===== src/rtl/vga_timing_pkg.sv =====
// Default 640x480@60 raster constants shared by the timing generator and
// every block that draws inside the visible window.
package vga_timing_pkg;

  localparam int CLK_DIV_DEF     = 4;
  localparam int H_TOTAL_DEF     = 800;
  localparam int V_TOTAL_DEF     = 525;
  localparam int H_SYNC_DEF      = 96;
  localparam int V_SYNC_DEF      = 2;
  localparam int H_ACT_START_DEF = 144;
  localparam int H_ACT_END_DEF   = 784;
  localparam int V_ACT_START_DEF = 35;
  localparam int V_ACT_END_DEF   = 515;

  typedef logic [9:0] coord_t;

  // Half-open interval test lo <= x < hi.
  function automatic logic in_span(input int x, input int lo, input int hi);
    return (x >= lo) && (x < hi);
  endfunction

endpackage


===== src/rtl/pixel_clk_en.sv =====
// Divides the system clock into a one-cycle pixel enable every CLK_DIV clocks.
module pixel_clk_en #(
  parameter int CLK_DIV = 4
) (
  input  logic clk,
  input  logic srst,
  output logic pix_en
);

  localparam int DW = (CLK_DIV > 1) ? $clog2(CLK_DIV) : 1;
  localparam logic [DW-1:0] DIV_LAST = DW'(CLK_DIV - 1);

  logic [DW-1:0] div_reg;

  always_ff @(posedge clk) begin
    if (srst) begin
      div_reg <= '0;
    end else if (div_reg == DIV_LAST) begin
      div_reg <= '0;
    end else begin
      div_reg <= div_reg + 1'b1;
    end
  end

  assign pix_en = (div_reg == DIV_LAST);

endmodule


===== src/rtl/vga_timing_gen.sv =====
// VGA raster timing: pixel coordinates, sync/blanking decode, and frame-derived
// ticks used as clock enables by the game logic.
module vga_timing_gen
  import vga_timing_pkg::*;
#(
  parameter int CLK_DIV     = CLK_DIV_DEF,
  parameter int H_TOTAL     = H_TOTAL_DEF,
  parameter int V_TOTAL     = V_TOTAL_DEF,
  parameter int H_SYNC      = H_SYNC_DEF,
  parameter int V_SYNC      = V_SYNC_DEF,
  parameter int H_ACT_START = H_ACT_START_DEF,
  parameter int H_ACT_END   = H_ACT_END_DEF,
  parameter int V_ACT_START = V_ACT_START_DEF,
  parameter int V_ACT_END   = V_ACT_END_DEF,
  parameter int MOVE_DIV    = 1
) (
  input  logic       clk,
  input  logic       rst,
  output logic [9:0] hCount,
  output logic [9:0] vCount,
  output logic       bright,
  output logic       hSync,
  output logic       vSync,
  output logic       pix_en,
  output logic       frame_tick,
  output logic       move_tick
);

  localparam coord_t H_LAST = 10'(H_TOTAL - 1);
  localparam coord_t V_LAST = 10'(V_TOTAL - 1);
  localparam int FW = (MOVE_DIV > 1) ? $clog2(MOVE_DIV) : 1;
  localparam logic [FW-1:0] F_LAST = FW'(MOVE_DIV - 1);

  coord_t        h_count_reg, h_count_next;
  coord_t        v_count_reg, v_count_next;
  logic          bright_reg, hsync_reg, vsync_reg;
  logic          frame_tick_reg, move_tick_reg;
  logic [FW-1:0] fcnt_reg;
  logic          frame_wrap;

  pixel_clk_en #(.CLK_DIV(CLK_DIV)) u_pixel_clk_en (
    .clk    (clk),
    .srst   (rst),
    .pix_en (pix_en)
  );

  always_comb begin
    h_count_next = h_count_reg;
    v_count_next = v_count_reg;
    frame_wrap   = 1'b0;
    if (pix_en) begin
      if (h_count_reg == H_LAST) begin
        h_count_next = '0;
        if (v_count_reg == V_LAST) begin
          v_count_next = '0;
          frame_wrap   = 1'b1;
        end else begin
          v_count_next = v_count_reg + 1'b1;
        end
      end else begin
        h_count_next = h_count_reg + 1'b1;
      end
    end
  end

  // Decodes use the next counter values so they line up with the coordinates.
  always_ff @(posedge clk) begin
    if (rst) begin
      h_count_reg    <= '0;
      v_count_reg    <= '0;
      bright_reg     <= 1'b0;
      hsync_reg      <= 1'b0;
      vsync_reg      <= 1'b0;
      frame_tick_reg <= 1'b0;
      move_tick_reg  <= 1'b0;
      fcnt_reg       <= '0;
    end else begin
      h_count_reg    <= h_count_next;
      v_count_reg    <= v_count_next;
      bright_reg     <= in_span(int'(h_count_next), H_ACT_START, H_ACT_END) &&
                        in_span(int'(v_count_next), V_ACT_START, V_ACT_END);
      hsync_reg      <= (int'(h_count_next) >= H_SYNC);
      vsync_reg      <= (int'(v_count_next) >= V_SYNC);
      frame_tick_reg <= frame_wrap;
      move_tick_reg  <= frame_wrap && (fcnt_reg == F_LAST);
      if (frame_wrap) begin
        fcnt_reg <= (fcnt_reg == F_LAST) ? '0 : fcnt_reg + 1'b1;
      end
    end
  end

  assign hCount     = h_count_reg;
  assign vCount     = v_count_reg;
  assign bright     = bright_reg;
  assign hSync      = hsync_reg;
  assign vSync      = vsync_reg;
  assign frame_tick = frame_tick_reg;
  assign move_tick  = move_tick_reg;

endmodule


===== config.mk =====
export PLATFORM = sky130hd
export DESIGN_NAME = vga_timing_gen
export DESIGN_NICKNAME = d
export VERILOG_FILES = /design/src/rtl/vga_timing_pkg.sv /design/src/rtl/pixel_clk_en.sv /design/src/rtl/vga_timing_gen.sv
export SDC_FILE = /design/constraint.sdc
export NUM_CORES = 1
export LEC_CHECK = 0
export BUFFER_PORTS_ARGS = -buffer_cell sky130_fd_sc_hd__buf_2
export CORE_UTILIZATION = 57
export CTS_BUF_LIST = sky130_fd_sc_hd__clkbuf_8
export CTS_CLUSTER_DIAMETER = 30
export DETAILED_ROUTE_END_ITERATION = 10
export PLACE_DENSITY = 0.79
export RECOVER_POWER = 50
export SLEW_MARGIN = 20
export SYNTH_ARGS = -nofsm -noshare
export SYNTH_HDL_FRONTEND = slang
export SYNTH_SLANG_ARGS = --single-unit

===== constraint.sdc =====
create_clock -name clk -period 3.05 [get_ports clk]
set_input_delay 0.4575 -clock clk [delete_from_list [all_inputs] [get_ports clk]]
set_output_delay 0.4575 -clock clk [all_outputs]
set_load 0.005 [all_outputs]

==> impl_metrics.env, run 1 <==
export IMPL_drtIter0Drc=61
export IMPL_syn_num_nets=181
export IMPL_yosysUniqueCellTypes=49
export IMPL_finalWirelength_um=3600
export IMPL_synth_cells=175
export IMPL_finClkSkew_ns=0.00556
export IMPL_die_y_um=53.0
export IMPL_cp_arrival_ns=3.04
export IMPL_cts_buffer_depth=2
export IMPL_slew_limit_headroom=0.574
export IMPL_synth_seq_area_share=0.352
export IMPL_min_from="u_pixel_clk_en.div_reg[0]$_SDFF_PP0_"
export IMPL_ir_worst_vdd_v=0.000271
export IMPL_grt_pass1_vias=1315
export IMPL_cts_tree="yes"
export IMPL_p_leak_nw=0.643
export IMPL_htreeDepth=1
export IMPL_synth_area_mm2=0.00148
export IMPL_num_rows=18
export IMPL_grt_pass1_wl_um=5810
export IMPL_cp_max_fo=9
export IMPL_antenna_cells=0
export IMPL_power_mw=0.633
export IMPL_fin_nets=210
export IMPL_synth_warnings=0
export IMPL_crit_start="hCount[7]$_SDFF_PP0_"
export IMPL_core_area_mm2=0.00245
export IMPL_dr_pass1_iters=4
export IMPL_p_per_area_mw_per_mm2=371
export IMPL_vias=1459
export IMPL_mostFrequentLayoutCells="dfxtp_1, nor2_1, buf_2, clkbuf_1, nand3_1"
export IMPL_path_clk_slew_ns=0.09
export IMPL_utilization=0.695
export IMPL_tns_ns=0
export IMPL_worst_slew_pin_slew_ns=0.637
export IMPL_drive_above_1_share=0.187
export IMPL_slew_viol_final=0
export IMPL_overflow=0
export IMPL_ys_ff_latch=26
export IMPL_fmax_ghz=0.349
export IMPL_period_needed_ns=2.86
export IMPL_yosys_area_top_type="dfxtp_1"
export IMPL_die_x_um=53.0
export IMPL_rsz0062_at_grt="no"
export IMPL_place_gp_congestion=0.879
export IMPL_hp_class="register to register"
export IMPL_grt_max_degree=27
export IMPL_worstSetupPathType="register to register"
export IMPL_insertion_delay_ns=0.27
export IMPL_r2r_start="hCount[7]$_SDFF_PP0_"
export IMPL_cts_sinks=26
export IMPL_ys_flop_type="dfxtp_1"
export IMPL_layout_commonest_cell="dfxtp_1"
export IMPL_die_area_mm2=0.00280
export IMPL_ant_nets=0
export IMPL_maxCapViolCount=0
export IMPL_layoutNonFillerInstCount=233
export IMPL_end_kind="register"
export IMPL_wire_per_inst_um=15.5
export IMPL_synth_top_cell_area_share=0.352
export IMPL_via_per_inst=6.26
export IMPL_synth_area_per_cell_um2=8.46
export IMPL_status="complete, no violations"
export IMPL_track_usage=0.282
export IMPL_async_flop_share=0
export IMPL_hold_viol=0
export IMPL_timing_final_crit_share=0.938
export IMPL_clockRootBuffer="clkbuf_8"
export IMPL_pin_count=28
export IMPL_post_dp_hpwl_um=2490
export IMPL_dp_cells=229
export IMPL_portBuffers=27
export IMPL_r2r_cells=6
export IMPL_fillCellCount=205
export IMPL_start_kind="register"
export IMPL_initial_core_util=0.603
export IMPL_holdPathStages=1
export IMPL_drc=0
export IMPL_area_growth_pct=15.3
export IMPL_setup_viol=0
export IMPL_synth_area_leaders="dfxtp_1, nor2_1, nand4_1, xnor2_1, nand3_1"
export IMPL_numCtsBuffers=3
export IMPL_grt_antenna_before_repair=0
export IMPL_ctsHoldBuffers=0
export IMPL_synth_edf_count=0
export IMPL_required_ns=3.22
## synth_stat cells (all sizes together) (2+ instances only)
cell and count:
nand3 11, a41oi 3, nor3 9, nand2b 2, or3 2, nand2 7
mux2i 2, and3 5, clkbuf 8, nor4 5, xor2 3, dfxtp 26
or4 3, a31oi 2, a211o 2, a211oi 2, ha 4, inv 6
o21ai 6, buf 2, and2 3, xnor2 7, nor2 20, nand4 10
a221oi 2, mux2 2, a21oi 5
## layer usage
layer	GRT usage	vias up	routed length (µm)
li1	-	711	-
met3	0.0402	6	251
met2	0.439	59	1680
met4	0.114	0	34
met1	0.387	683	1640
met5	0	-	0
## cell families after synthesis
group | after synthesis | synth area share
adder cells (fa/ha/maj) | 4 | 0.0338
AO/OA/AOI/OAI | 30 | 0.158
buffers and inverters | 16 | 0.0431
multiplexers | 4 | 0.0287
XOR/XNOR | 10 | 0.0592
flip-flops | 26 | 0.352
AND/OR/NAND/NOR | 85 | 0.325
## critical path: stages, from the launching register on
cell and delay (ns):
dfxtp_2 0.38, or3_4 0.40, or4_1 0.57, nor4_2 0.17, mux2_2 0.39, or4_1 0.56
a2111oi_2 0.30
## power breakdown
part / internal, mW / total, mW / leakage (nW) / switching, mW
sequential: 0.348 / 0.358 / 0.211 / 0.00952
combinational: 0.0250 / 0.0518 / 0.403 / 0.0268
clock: 0.115 / 0.224 / 0.0288 / 0.109
## per-stage QoR
stage | hold WS [ns] | worst slack (ns) | instance area (µm²)
floorplan | 0.404 | 0.295 | 1480
global placement | 0.412 | 0.214 | 1660
detailed placement | 0.420 | 0.150 | 1660
CTS | 0.433 | 0.0981 | 1720
global route | 0.467 | 0.0511 | 1710
finish | 0.428 | 0.188 | 1710
## worst paths after layout
kind,endpoint,slack [ns]
worst max-delay path,bright$_SDFF_PP0_,0.19
worst min-delay path,u_pixel_clk_en.div_reg[0]$_SDFF_PP0_,0.43
worst max register to register,bright$_SDFF_PP0_,0.19
worst min register to register,u_pixel_clk_en.div_reg[0]$_SDFF_PP0_,0.43
## layout make-up
class / instances / area [µm²] / area share
Timing Repair Buffer: 34 / 168 / 0.0982
Sequential cell: 26 / 522 / 0.306
Inverter: 6 / 22.5 / 0.0132
Tap cell: 30 / 37.5 / 0.0220
Multi-Input combinational cell: 133 / 902 / 0.529
Clock buffer: 4 / 55.1 / 0.0323
## what timing repair did
action / 4_1_cts / 5_1_grt
endpoints found under the setup margin: 0 / 1
gates resized for setup: 0 / 2
endpoints found under the hold margin: 0 / 0
setup buffers: 0 / 0
Power figures use the tool's default switching activity.
==> run 2, diff against run 1 <==
BUFFER_PORTS_ARGS = unset   (was -buffer_cell sky130_fd_sc_hd__buf_2)
CORE_UTILIZATION = 60   (was 57)
DONT_BUFFER_PORTS = 1   (was unset)
HOLD_SLACK_MARGIN = 0.02   (was unset)
PLACE_DENSITY = 0.73   (was 0.79)
RECOVER_POWER = unset   (was 50)
==> run 2 against run 1 <==
Via count decreased by 6.4%. Global-route usage increased by 0.79 points. Die area down 4.8%. Sequential cell count stayed put. Largest cell class unchanged. Clock power decreased by 16%. Sequential share of layout area is 2.0 points higher. Utilization grew 0.68 points. Maximum frequency increased by 0.11%. Final area down 6.4%.
==> impl_metrics.env, run 2 (same netlist as run 1, synthesis figures left out) <==
export IMPL_clockRootBuffer="clkbuf_8"
export IMPL_cts_tree="yes"
export IMPL_vias=1365
export IMPL_insertion_delay_ns=0.27
export IMPL_slew_viol_final=0
export IMPL_rrSetupSlack_ns=0.19
export IMPL_p_leak_nw=0.562
export IMPL_place_gp_congestion=0.858
export IMPL_hp_class="primary input to register"
export IMPL_wire_per_inst_um=16.4
export IMPL_dp_cells=204
export IMPL_layout_commonest_cell="dfxtp_1"
export IMPL_holdPathStages=1
export IMPL_start_kind="register"
export IMPL_switchingPower_mw=0.130
export IMPL_cp_max_fo=4
export IMPL_cts_sinks=26
export IMPL_maxCapViolCount=0
export IMPL_mostFrequentLayoutCells="dfxtp_1, nor2_1, nand3_1, buf_4, nand4_1"
export IMPL_wl_met1_um=1490
export IMPL_ctsHoldBuffers=0
export IMPL_power_mw=0.587
export IMPL_seqPwrFrac=0.612
export IMPL_multi_input_area_um2=896
export IMPL_top_layer="met4"
export IMPL_p_per_area_mw_per_mm2=368
export IMPL_fmax_ghz=0.350
export IMPL_path_clk_slew_ns=0.08
export IMPL_portBuffers=0
export IMPL_drive_above_1_share=0.134
export IMPL_ant_nets=0
export IMPL_wl_met2_um=1570
export IMPL_status="complete, no violations"
export IMPL_setup_viol=0
export IMPL_tns_ns=0
export IMPL_cts_buffer_depth=2
export IMPL_power_internal_mw=0.458
export IMPL_timing_final_crit_share=0.937
export IMPL_r2r_cells=6
export IMPL_die_area_mm2=0.00267
export IMPL_grt_pass1_vias=1242
export IMPL_overflow=0
export IMPL_ctsResizeCount=0
export IMPL_grt_max_degree=27
export IMPL_grt_antenna_before_repair=0
export IMPL_die_x_um=51.7
export IMPL_finClkSkew_ns=0.00572
export IMPL_grt_pass1_wl_um=5710
export IMPL_cp_arrival_ns=3.02
export IMPL_fillCellCount=189
export IMPL_finalWirelength_um=3400
export IMPL_worstSetupPathType="register to register"
export IMPL_period_needed_ns=2.86
export IMPL_regArea_um2=520
export IMPL_required_ns=3.22
export IMPL_core_area_mm2=0.00228
export IMPL_rsz0062_at_grt="no"
export IMPL_hold_viol=0
export IMPL_via_per_inst=6.59
export IMPL_p_clk_frac=0.320
export IMPL_min_from="rst"
export IMPL_initial_core_util=0.650
export IMPL_end_kind="register"
export IMPL_layoutNonFillerInstCount=207
export IMPL_dr_pass1_iters=4
export IMPL_pin_count=28
export IMPL_r2r_end="bright$_SDFF_PP0_"
export IMPL_drc=0
export IMPL_htreeDepth=1
export IMPL_track_usage=0.290
export IMPL_ir_worst_vdd_v=0.000346
export IMPL_r2r_start="hCount[5]$_SDFF_PP0_"
export IMPL_worst_slew_pin_slew_ns=0.634
export IMPL_p_comb_frac=0.069
export IMPL_whs_endpoint="hCount[9]$_SDFF_PP0_"
export IMPL_fin_nets=187
export IMPL_postCtsSetupBuffers=0
export IMPL_post_dp_hpwl_um=2510
export IMPL_antenna_cells=0
export IMPL_p_sw_frac=0.221
export IMPL_numCtsBuffers=3
export IMPL_num_rows=17
export IMPL_slew_limit_headroom=0.573
export IMPL_wl_met3_um=298
export IMPL_area_growth_pct=7.95
export IMPL_drtIter0Drc=47
export IMPL_die_y_um=51.7
## run 2: area by class of cell
class / instances / share of cell area
Tap cell: 28 / 0.0219
Multi-Input combinational cell: 133 / 0.561
Inverter: 6 / 0.0141
Clock buffer: 3 / 0.0258
Sequential cell: 26 / 0.326
Timing Repair Buffer: 11 / 0.0517
## run 2: power groups by stage
stage	Sequential, mW	Clock [mW]	Combinational (mW)
after detailed placement	0.367	0	0.0392
after global routing	0.361	0.207	0.0439
final	0.359	0.188	0.0403
after CTS	0.359	0.195	0.0393
after global placement	0.366	0	0.0376
after floorplan	0.362	0	0.0361
## run 2: stage by stage
step                 util  cell area [µm²]  worst slack [ns]  hold WS (ns)
finish              0.702             1600             0.191         0.247
global route        0.702             1600            0.0368         0.237
CTS                 0.702             1600             0.177         0.241
detailed placement  0.684             1560             0.210         0.415
global placement    0.684             1560             0.304         0.407
floorplan               -             1480             0.295         0.404
## run 2: worst max path at each step
stage,start,end,slack [ns]
2_1_floorplan,hCount[7]$_SDFF_PP0_,bright$_SDFF_PP0_,0.30
3_3_place_gp,hCount[5]$_SDFF_PP0_,bright$_SDFF_PP0_,0.30
3_5_place_dp,hCount[5]$_SDFF_PP0_,bright$_SDFF_PP0_,0.21
4_1_cts,hCount[5]$_SDFF_PP0_,bright$_SDFF_PP0_,0.18
5_1_grt,hCount[5]$_SDFF_PP0_,bright$_SDFF_PP0_,0.04
6_report,hCount[5]$_SDFF_PP0_,bright$_SDFF_PP0_,0.19
## run 2: worst max-delay path: stages (launching register included)
cell       delay [ns]
dfxtp_1          0.32
or3_4            0.40
or4_1            0.54
nor4_1           0.23
mux2_2           0.40
or4_1            0.56
a2111oi_2        0.31
## run 2: metal layers
layer | GRT usage | up-vias
met1 | 0.395 | 642
met3 | 0.0702 | 6
li1 | - | 667
met2 | 0.442 | 50
met5 | 0 | -
met4 | 0.104 | 0
